`src/rtl/serial_adder_if.sv`:
```
// serial_adder_if: start/busy/done handshake, operand and result bus for serial_adder.
// Optional ovf signal present only when SERIAL_ADD_OVF_EN is defined.
interface serial_adder_if #(
  parameter int unsigned N = 8
);
  logic         start;
  logic [N-1:0] a;
  logic [N-1:0] b;
  logic         c_in;
  logic         busy;
  logic         done;
  logic [N-1:0] sum;
  logic         c_out;
`ifdef SERIAL_ADD_OVF_EN
  logic         ovf;

  modport master (
    output start, a, b, c_in,
    input  busy, done, sum, c_out, ovf
  );

  modport slave (
    input  start, a, b, c_in,
    output busy, done, sum, c_out, ovf
  );
`else
  modport master (
    output start, a, b, c_in,
    input  busy, done, sum, c_out
  );

  modport slave (
    input  start, a, b, c_in,
    output busy, done, sum, c_out
  );
`endif
endinterface

```
`src/rtl/serial_adder.sv`:
```
// serial_adder: bit-serial N-bit adder built around one full-adder cell.
// Operands shift LSB first through the cell, carry is held in a flop between
// bits, and the N-bit sum is assembled in a right-shifting partial-sum register.
// Optional signed overflow flag enabled by defining SERIAL_ADD_OVF_EN.
module serial_adder #(
  parameter int unsigned N = 8
) (
  input logic            clk,
  input logic            rst_n,
  serial_adder_if.slave  bus
);

  localparam int unsigned CW = (N > 2) ? $clog2(N) : 1;

  typedef enum logic [1:0] {
    IDLE  = 2'd0,
    SHIFT = 2'd1,
    DONE  = 2'd2
  } state_t;

  state_t        state_q, state_d;
  logic [N-1:0]  opa_q, opa_d;
  logic [N-1:0]  opb_q, opb_d;
  logic [N-1:0]  psum_q, psum_d;
  logic [N-1:0]  sum_q, sum_d;
  logic          carry_q, carry_d;
  logic          cout_q, cout_d;
  logic [CW-1:0] cnt_q, cnt_d;
  logic          last_bit;

  // Full-adder cell signals
  logic          fa_x, fa_y, fa_ci;
  logic          fa_s, fa_co;

`ifdef SERIAL_ADD_OVF_EN
  logic          ovf_q, ovf_d;
  logic          cmsb;
`endif

  // One-bit full-adder cell fed from the operand LSBs and the carry flop
  always_comb begin
    fa_x  = opa_q[0];
    fa_y  = opb_q[0];
    fa_ci = carry_q;
    fa_s  = fa_x ^ fa_y ^ fa_ci;
    fa_co = (fa_x & fa_y) | (fa_ci & (fa_x ^ fa_y));
  end

  assign last_bit = (cnt_q == CW'(N - 1));

`ifdef SERIAL_ADD_OVF_EN
  // Carry into the MSB is the carry flop while the last bit is in the cell
  assign cmsb = carry_q;
`endif

  // Next-state, datapath shift and result capture
  always_comb begin
    state_d = state_q;
    opa_d   = opa_q;
    opb_d   = opb_q;
    psum_d  = psum_q;
    carry_d = carry_q;
    cnt_d   = cnt_q;
    sum_d   = sum_q;
    cout_d  = cout_q;
`ifdef SERIAL_ADD_OVF_EN
    ovf_d   = ovf_q;
`endif
    unique case (state_q)
      IDLE, DONE: begin
        if (bus.start) begin
          opa_d   = bus.a;
          opb_d   = bus.b;
          carry_d = bus.c_in;
          cnt_d   = '0;
          state_d = SHIFT;
        end else begin
          state_d = IDLE;
        end
      end
      SHIFT: begin
        psum_d  = {fa_s, psum_q[N-1:1]};
        carry_d = fa_co;
        opa_d   = opa_q >> 1;
        opb_d   = opb_q >> 1;
        // Counter holds on the last bit so it never wraps for power-of-two N
        if (!last_bit) begin
          cnt_d = cnt_q + CW'(1);
        end
        if (last_bit) begin
          state_d = DONE;
          sum_d   = {fa_s, psum_q[N-1:1]};
          cout_d  = fa_co;
`ifdef SERIAL_ADD_OVF_EN
          ovf_d   = cmsb ^ fa_co;
`endif
        end
      end
      default: begin
        state_d = IDLE;
      end
    endcase
  end

  // State and datapath registers with asynchronous active-low reset
  always_ff @(posedge clk or negedge rst_n) begin
    if (!rst_n) begin
      state_q <= IDLE;
      opa_q   <= '0;
      opb_q   <= '0;
      psum_q  <= '0;
      sum_q   <= '0;
      carry_q <= 1'b0;
      cout_q  <= 1'b0;
      cnt_q   <= '0;
    end else begin
      state_q <= state_d;
      opa_q   <= opa_d;
      opb_q   <= opb_d;
      psum_q  <= psum_d;
      sum_q   <= sum_d;
      carry_q <= carry_d;
      cout_q  <= cout_d;
      cnt_q   <= cnt_d;
    end
  end

`ifdef SERIAL_ADD_OVF_EN
  // Overflow flag register, written together with sum
  always_ff @(posedge clk or negedge rst_n) begin
    if (!rst_n) begin
      ovf_q <= 1'b0;
    end else begin
      ovf_q <= ovf_d;
    end
  end
`endif

  // Output drive: handshake decoded from state, results from holding registers
  always_comb begin
    bus.busy  = (state_q == SHIFT);
    bus.done  = (state_q == DONE);
    bus.sum   = sum_q;
    bus.c_out = cout_q;
`ifdef SERIAL_ADD_OVF_EN
    bus.ovf   = ovf_q;
`endif
  end

endmodule

```
`src/flat_wrapper.sv`:
```
// flat-port wrapper written by rule: the top's interface ports become plain ports
module serial_adder_flat 
#(
  parameter int unsigned N = 8
)
  (clk, rst_n, bus_start, bus_a, bus_b, bus_c_in, bus_busy, bus_done, bus_sum, bus_c_out);
  serial_adder_if #(.N(N)) bus_i ();
  input logic clk;
  input logic rst_n;
  input wire logic [$bits(bus_i.start)-1:0] bus_start;
  input wire logic [$bits(bus_i.a)-1:0] bus_a;
  input wire logic [$bits(bus_i.b)-1:0] bus_b;
  input wire logic [$bits(bus_i.c_in)-1:0] bus_c_in;
  output wire logic [$bits(bus_i.busy)-1:0] bus_busy;
  output wire logic [$bits(bus_i.done)-1:0] bus_done;
  output wire logic [$bits(bus_i.sum)-1:0] bus_sum;
  output wire logic [$bits(bus_i.c_out)-1:0] bus_c_out;
  assign bus_i.start = bus_start;
  assign bus_i.a = bus_a;
  assign bus_i.b = bus_b;
  assign bus_i.c_in = bus_c_in;
  assign bus_busy = bus_i.busy;
  assign bus_done = bus_i.done;
  assign bus_sum = bus_i.sum;
  assign bus_c_out = bus_i.c_out;
  serial_adder #(.N(N)) u_core (.clk(clk), .rst_n(rst_n), .bus(bus_i));
endmodule
```
`config.mk`:
```
export PLATFORM = sky130hd
export DESIGN_NAME = serial_adder_flat
export DESIGN_NICKNAME = d
export VERILOG_FILES = /design/src/rtl/serial_adder_if.sv /design/src/rtl/serial_adder.sv /design/src/flat_wrapper.sv
export SDC_FILE = /design/constraint.sdc
export NUM_CORES = 1
export LEC_CHECK = 0
export BUFFER_PORTS_ARGS = -buffer_cell sky130_fd_sc_hd__buf_4
export CELL_PAD_IN_SITES_DETAIL_PLACEMENT = 0
export CELL_PAD_IN_SITES_GLOBAL_PLACEMENT = 1
export CORE_MARGIN = 10
export CORE_UTILIZATION = 25
export CTS_CLUSTER_DIAMETER = 80
export DETAILED_ROUTE_END_ITERATION = 10
export PLACE_DENSITY = 0.5
export SYNTH_ARGS = -nofsm -noshare
export SYNTH_HDL_FRONTEND = slang
export SYNTH_SLANG_ARGS = --single-unit
```
`constraint.sdc`:
```
create_clock -name clk -period 2.05 [get_ports clk]
set_input_delay 0.3075 -clock clk [delete_from_list [all_inputs] [get_ports clk]]
set_output_delay 0.3075 -clock clk [all_outputs]
set_load 0.02 [all_outputs]
```
==> impl_metrics.json <==
{
  "hp-start": "bus_a[2]",
  "area_delta_synth_final_pct": 25.0,
  "grtUsageMet2": 0.122,
  "routed_via_density": 4.39,
  "synth_top_family_by_area": "simple AND/OR/NAND/NOR gates",
  "fin_area_um2": 2190,
  "crit_path_end_kind": "output port",
  "synth_top_cells_by_area": "dfrtp_1 (54%), mux2_4 (7.7%), nand2_1 (6.0%), mux2i_1 (4.0%), nor2b_1 (3.2%)",
  "clock_sinks": 38,
  "muxShareOfSynthArea": 0.117,
  "grt_pass1_wl_mm": 6.84,
  "cp_slowest_cell": "dfrtp_1",
  "worst-setup-path-type": "register to output port",
  "fin_crit_ps": 1780,
  "relSlewSlack": 0.672,
  "p_per_area_nw_per_um2": 1540,
  "worst-slew-pin-transition_ps": 492,
  "rr_endpoint": "u_core.cnt_q[0]",
  "grt_overflow": 0,
  "cts_buffers": 5,
  "drt-total-wl_mm": 4.01,
  "fin_util": 0.322,
  "slew_viol_final": 0,
  "clk_pin_slew_ps": 80,
  "placed_cell_area_um2": 2060,
  "p_clk_frac": 0.193,
  "grt.total_usage": 0.0770,
  "layout.nets": 211,
  "sw_frac_of_total": 0.373,
  "synth_area_um2": 1750,
  "leakagePower_nw": 1.01,
  "cts_max_level": 2,
  "die_h_um": 104,
  "seqPwrFrac": 0.409,
  "drive_gt1_frac": 0.280,
  "coreArea_um2": 6790,
  "setup_violations": 0,
  "ys_seq_area_frac": 0.544,
  "clk_latency_ps": 290,
  "syn_nets": 179,
  "cts-root-buf": "clkbuf_8",
  "post-cts-setup-buffer-count": 0,
  "cp_max_fo": 18,
  "skew_ps": 4.50,
  "postCtsResizedCells": 0,
  "gr-usage-met1": 0.0909,
  "tns_ps": 0,
  "power_switching_w": 0.00125,
  "ir_worst_vdd_mv": 0.320,
  "reg2reg_slack_ps": 410,
  "crit_required_ps": 1740,
  "synth_compound_area_frac": 0.103,
  "hp-class": "input port to register",
  "rsz0062_at_grt": "no",
  "ant_nets": 0,
  "cts_tree": "built",
  "synth.distinct_cells": 25,
  "reg2reg_from": "u_core.cnt_q[0]",
  "synth_flop_cell": "dfrtp_1",
  "outcome": "complete, no violations",
  "n_fill_cell": 689,
  "ys_warn_count": 0,
  "arrival_ps": 1480,
  "dp_slack_ps": 411,
  "top_usage_layer": "met2",
  "antenna_cells": 0,
  "p_comb_frac": 0.398,
  "cap_violations": 0,
  "gp_congestion": 0.686,
  "synth.top_cell.area_share": 0.544,
  "yosys.cell_count.top_type": "dfrtp_1",
  "max_freq_mhz": 561,
  "synth-edff-count": 0,
  "die-width_um": 104,
  "critical_path_buf_inv_count": 2,
  "fp-row-count": 30,
  "crit_chain": "nand2b_4, inv_8, buf_4",
  "first_global_vias": 1369,
  "crit_family": "flip-flops",
  "dieArea_um2": 10700,
  "drt-pass1-iter-count": 4,
  "antenna_found_initial": 0,
  "routedWlPerCell_um": 14.1,
  "min_delay_worst_endpoint": "u_core.opa_q[2]",
  "synthCells": 156,
  "critPathLaunchType": "register",
  "layout_setup_ws_ps": 266,
  "ff2ff_path_depth": 5,
  "intPower_w": 0.00211,
  "io-pin-count": 31,
  "final_cell_count_no_fill": 285,
  "synth-seq-cells": 38,
  "timing_hold_violations_final": 0,
  "period_share": 0.870,
  "synth_xor_area_frac": 0.00501,
  "synth.avg_cell_area_um2": 11.2,
  "synth-adder-area-share": 0.0258,
  "num_vias": 1250,
  "dpl.hpwl_mm": 2.96,
  "io_buffers": 30,
  "grt_start_max_net_pins": 39,
  "use_met3": 0.0285,
  "cts_buffer_depth": 2,
  "yosys.area.top_type": "dfrtp_1",
  "dp.cells": 276,
  "initial_utilization": 0.257,
  "first_iter_violations": 37,
  "slowest_delay_ps": 610,
  "synthTopCellsByCount": "dfrtp_1 (38), nand2_1 (28), nor2_1 (10), mux2_4 (9), nor2b_1 (9)",
  "worst_hold_path.num_cells": 3,
  "synth-simple-area-share": 0.165,
  "synthArstFlopShare": 1.00,
  "drc": 0
}
## per-layer routing
layer / part of all wire / vias to the layer above
met2: 0.48 / 34
li1: - / 602
met3: 0.058 / 10
met4: 0.017 / 0
met1: 0.44 / 604
met5: 0 / -
## layout make-up
class | instances | area, um2 | area share
Clock buffer | 5 | 68.8 | 0.0315
Tap cell | 96 | 120 | 0.0550
Timing Repair Buffer | 34 | 258 | 0.118
Clock inverter | 3 | 45.0 | 0.0206
Sequential cell | 38 | 951 | 0.435
Inverter | 2 | 15.0 | 0.00687
Multi-Input combinational cell | 107 | 728 | 0.333
## cells by family after synthesis
logic type	after synthesis
buffers and inverters	11
AO/OA/AOI/OAI	27
multiplexers	16
adder cells (fa/ha/maj)	3
XOR/XNOR	1
flip-flops	38
AND/OR/NAND/NOR	60
## layout by cell type, fill, tap and decap left out
| cell type | synthesis | layout |
|---|---|---|
| a211oi_1 | 7 | 7 |
| a21oi_1 | 7 | 7 |
| a22o_1 | 3 | 3 |
| a22oi_1 | 1 | 1 |
| buf_4 | 0 | 33 |
| bufinv_16 | 0 | 1 |
| clkbuf_8 | 0 | 5 |
| clkinvlp_4 | 0 | 2 |
| dfrtp_1 | 38 | 38 |
| dlygate4sd3_1 | 0 | 1 |
| fa_1 | 1 | 1 |
| ha_1 | 2 | 2 |
| inv_1 | 1 | 1 |
| inv_8 | 1 | 1 |
| mux2_4 | 9 | 9 |
| mux2i_1 | 7 | 7 |
| nand2_1 | 28 | 28 |
| nand2_8 | 1 | 1 |
| nand2b_1 | 1 | 1 |
| nand2b_4 | 1 | 1 |
| nand3_1 | 3 | 3 |
| nor2_1 | 10 | 10 |
| nor2b_1 | 9 | 9 |
| nor3_1 | 7 | 7 |
| o211ai_1 | 2 | 2 |
| o22ai_1 | 7 | 7 |
| xor2_1 | 1 | 1 |
## through the flow
| stage | power [W] | hold slack (ps) |
|---|---|---|
| 2_1_floorplan | 0.00232 | 11.9 |
| 3_3_place_gp | 0.00272 | 310 |
| 6_report | 0.00336 | 236 |
| 4_1_cts | 0.00342 | 231 |
| 5_1_grt | 0.00362 | 247 |
| 3_5_place_dp | 0.00276 | 319 |
## flip-flops by register name, indices dropped and copies added, names as in the netlist
register          cells
u_core.bus.sum        8
u_core.opa_q          8
u_core.opb_q          8
u_core.psum_q         7
u_core.cnt_q          3
u_core.state_q        2
u_core.bus.c_out      1
u_core.carry_q        1
## power by group through the flow
stage	Combinational, W	Sequential [W]	Clock [W]
global route	0.00150	0.00143	0.000700
finish	0.00134	0.00137	0.000649
floorplan	0.000926	0.00140	0
global placement	0.00133	0.00139	0
detailed placement	0.00137	0.00139	0
CTS	0.00137	0.00138	0.000664
## worst max path at each step
stage | start | end | slack, ps | depth (start not counted)
finish | u_core.state_q[0] | bus_busy | 270 | 3
CTS | u_core.state_q[0] | bus_busy | 240 | 3
detailed placement | u_core.cnt_q[0] | u_core.cnt_q[0] | 410 | 5
floorplan | u_core.cnt_q[0] | u_core.cnt_q[0] | 550 | 5
global placement | u_core.cnt_q[0] | u_core.cnt_q[0] | 470 | 5
global route | u_core.state_q[0] | bus_busy | 130 | 3
## repair_timing
| item | in CTS | in global routing |
|---|---|---|
| hold buffers | 1 | 0 |
| setup endpoints to repair | 0 | 0 |
| hold endpoints to repair | 21 | 0 |
## worst reg2reg max path, delay by kind of cell (launching register included)
family	cells	cell delay (ps)
adder cells (fa/ha/maj)	2	480
flip-flops	1	410
AND/OR/NAND/NOR	1	330
AO/OA/AOI/OAI	1	200
XOR/XNOR	1	130
Note: power is estimated with default switching activity, not from simulation.
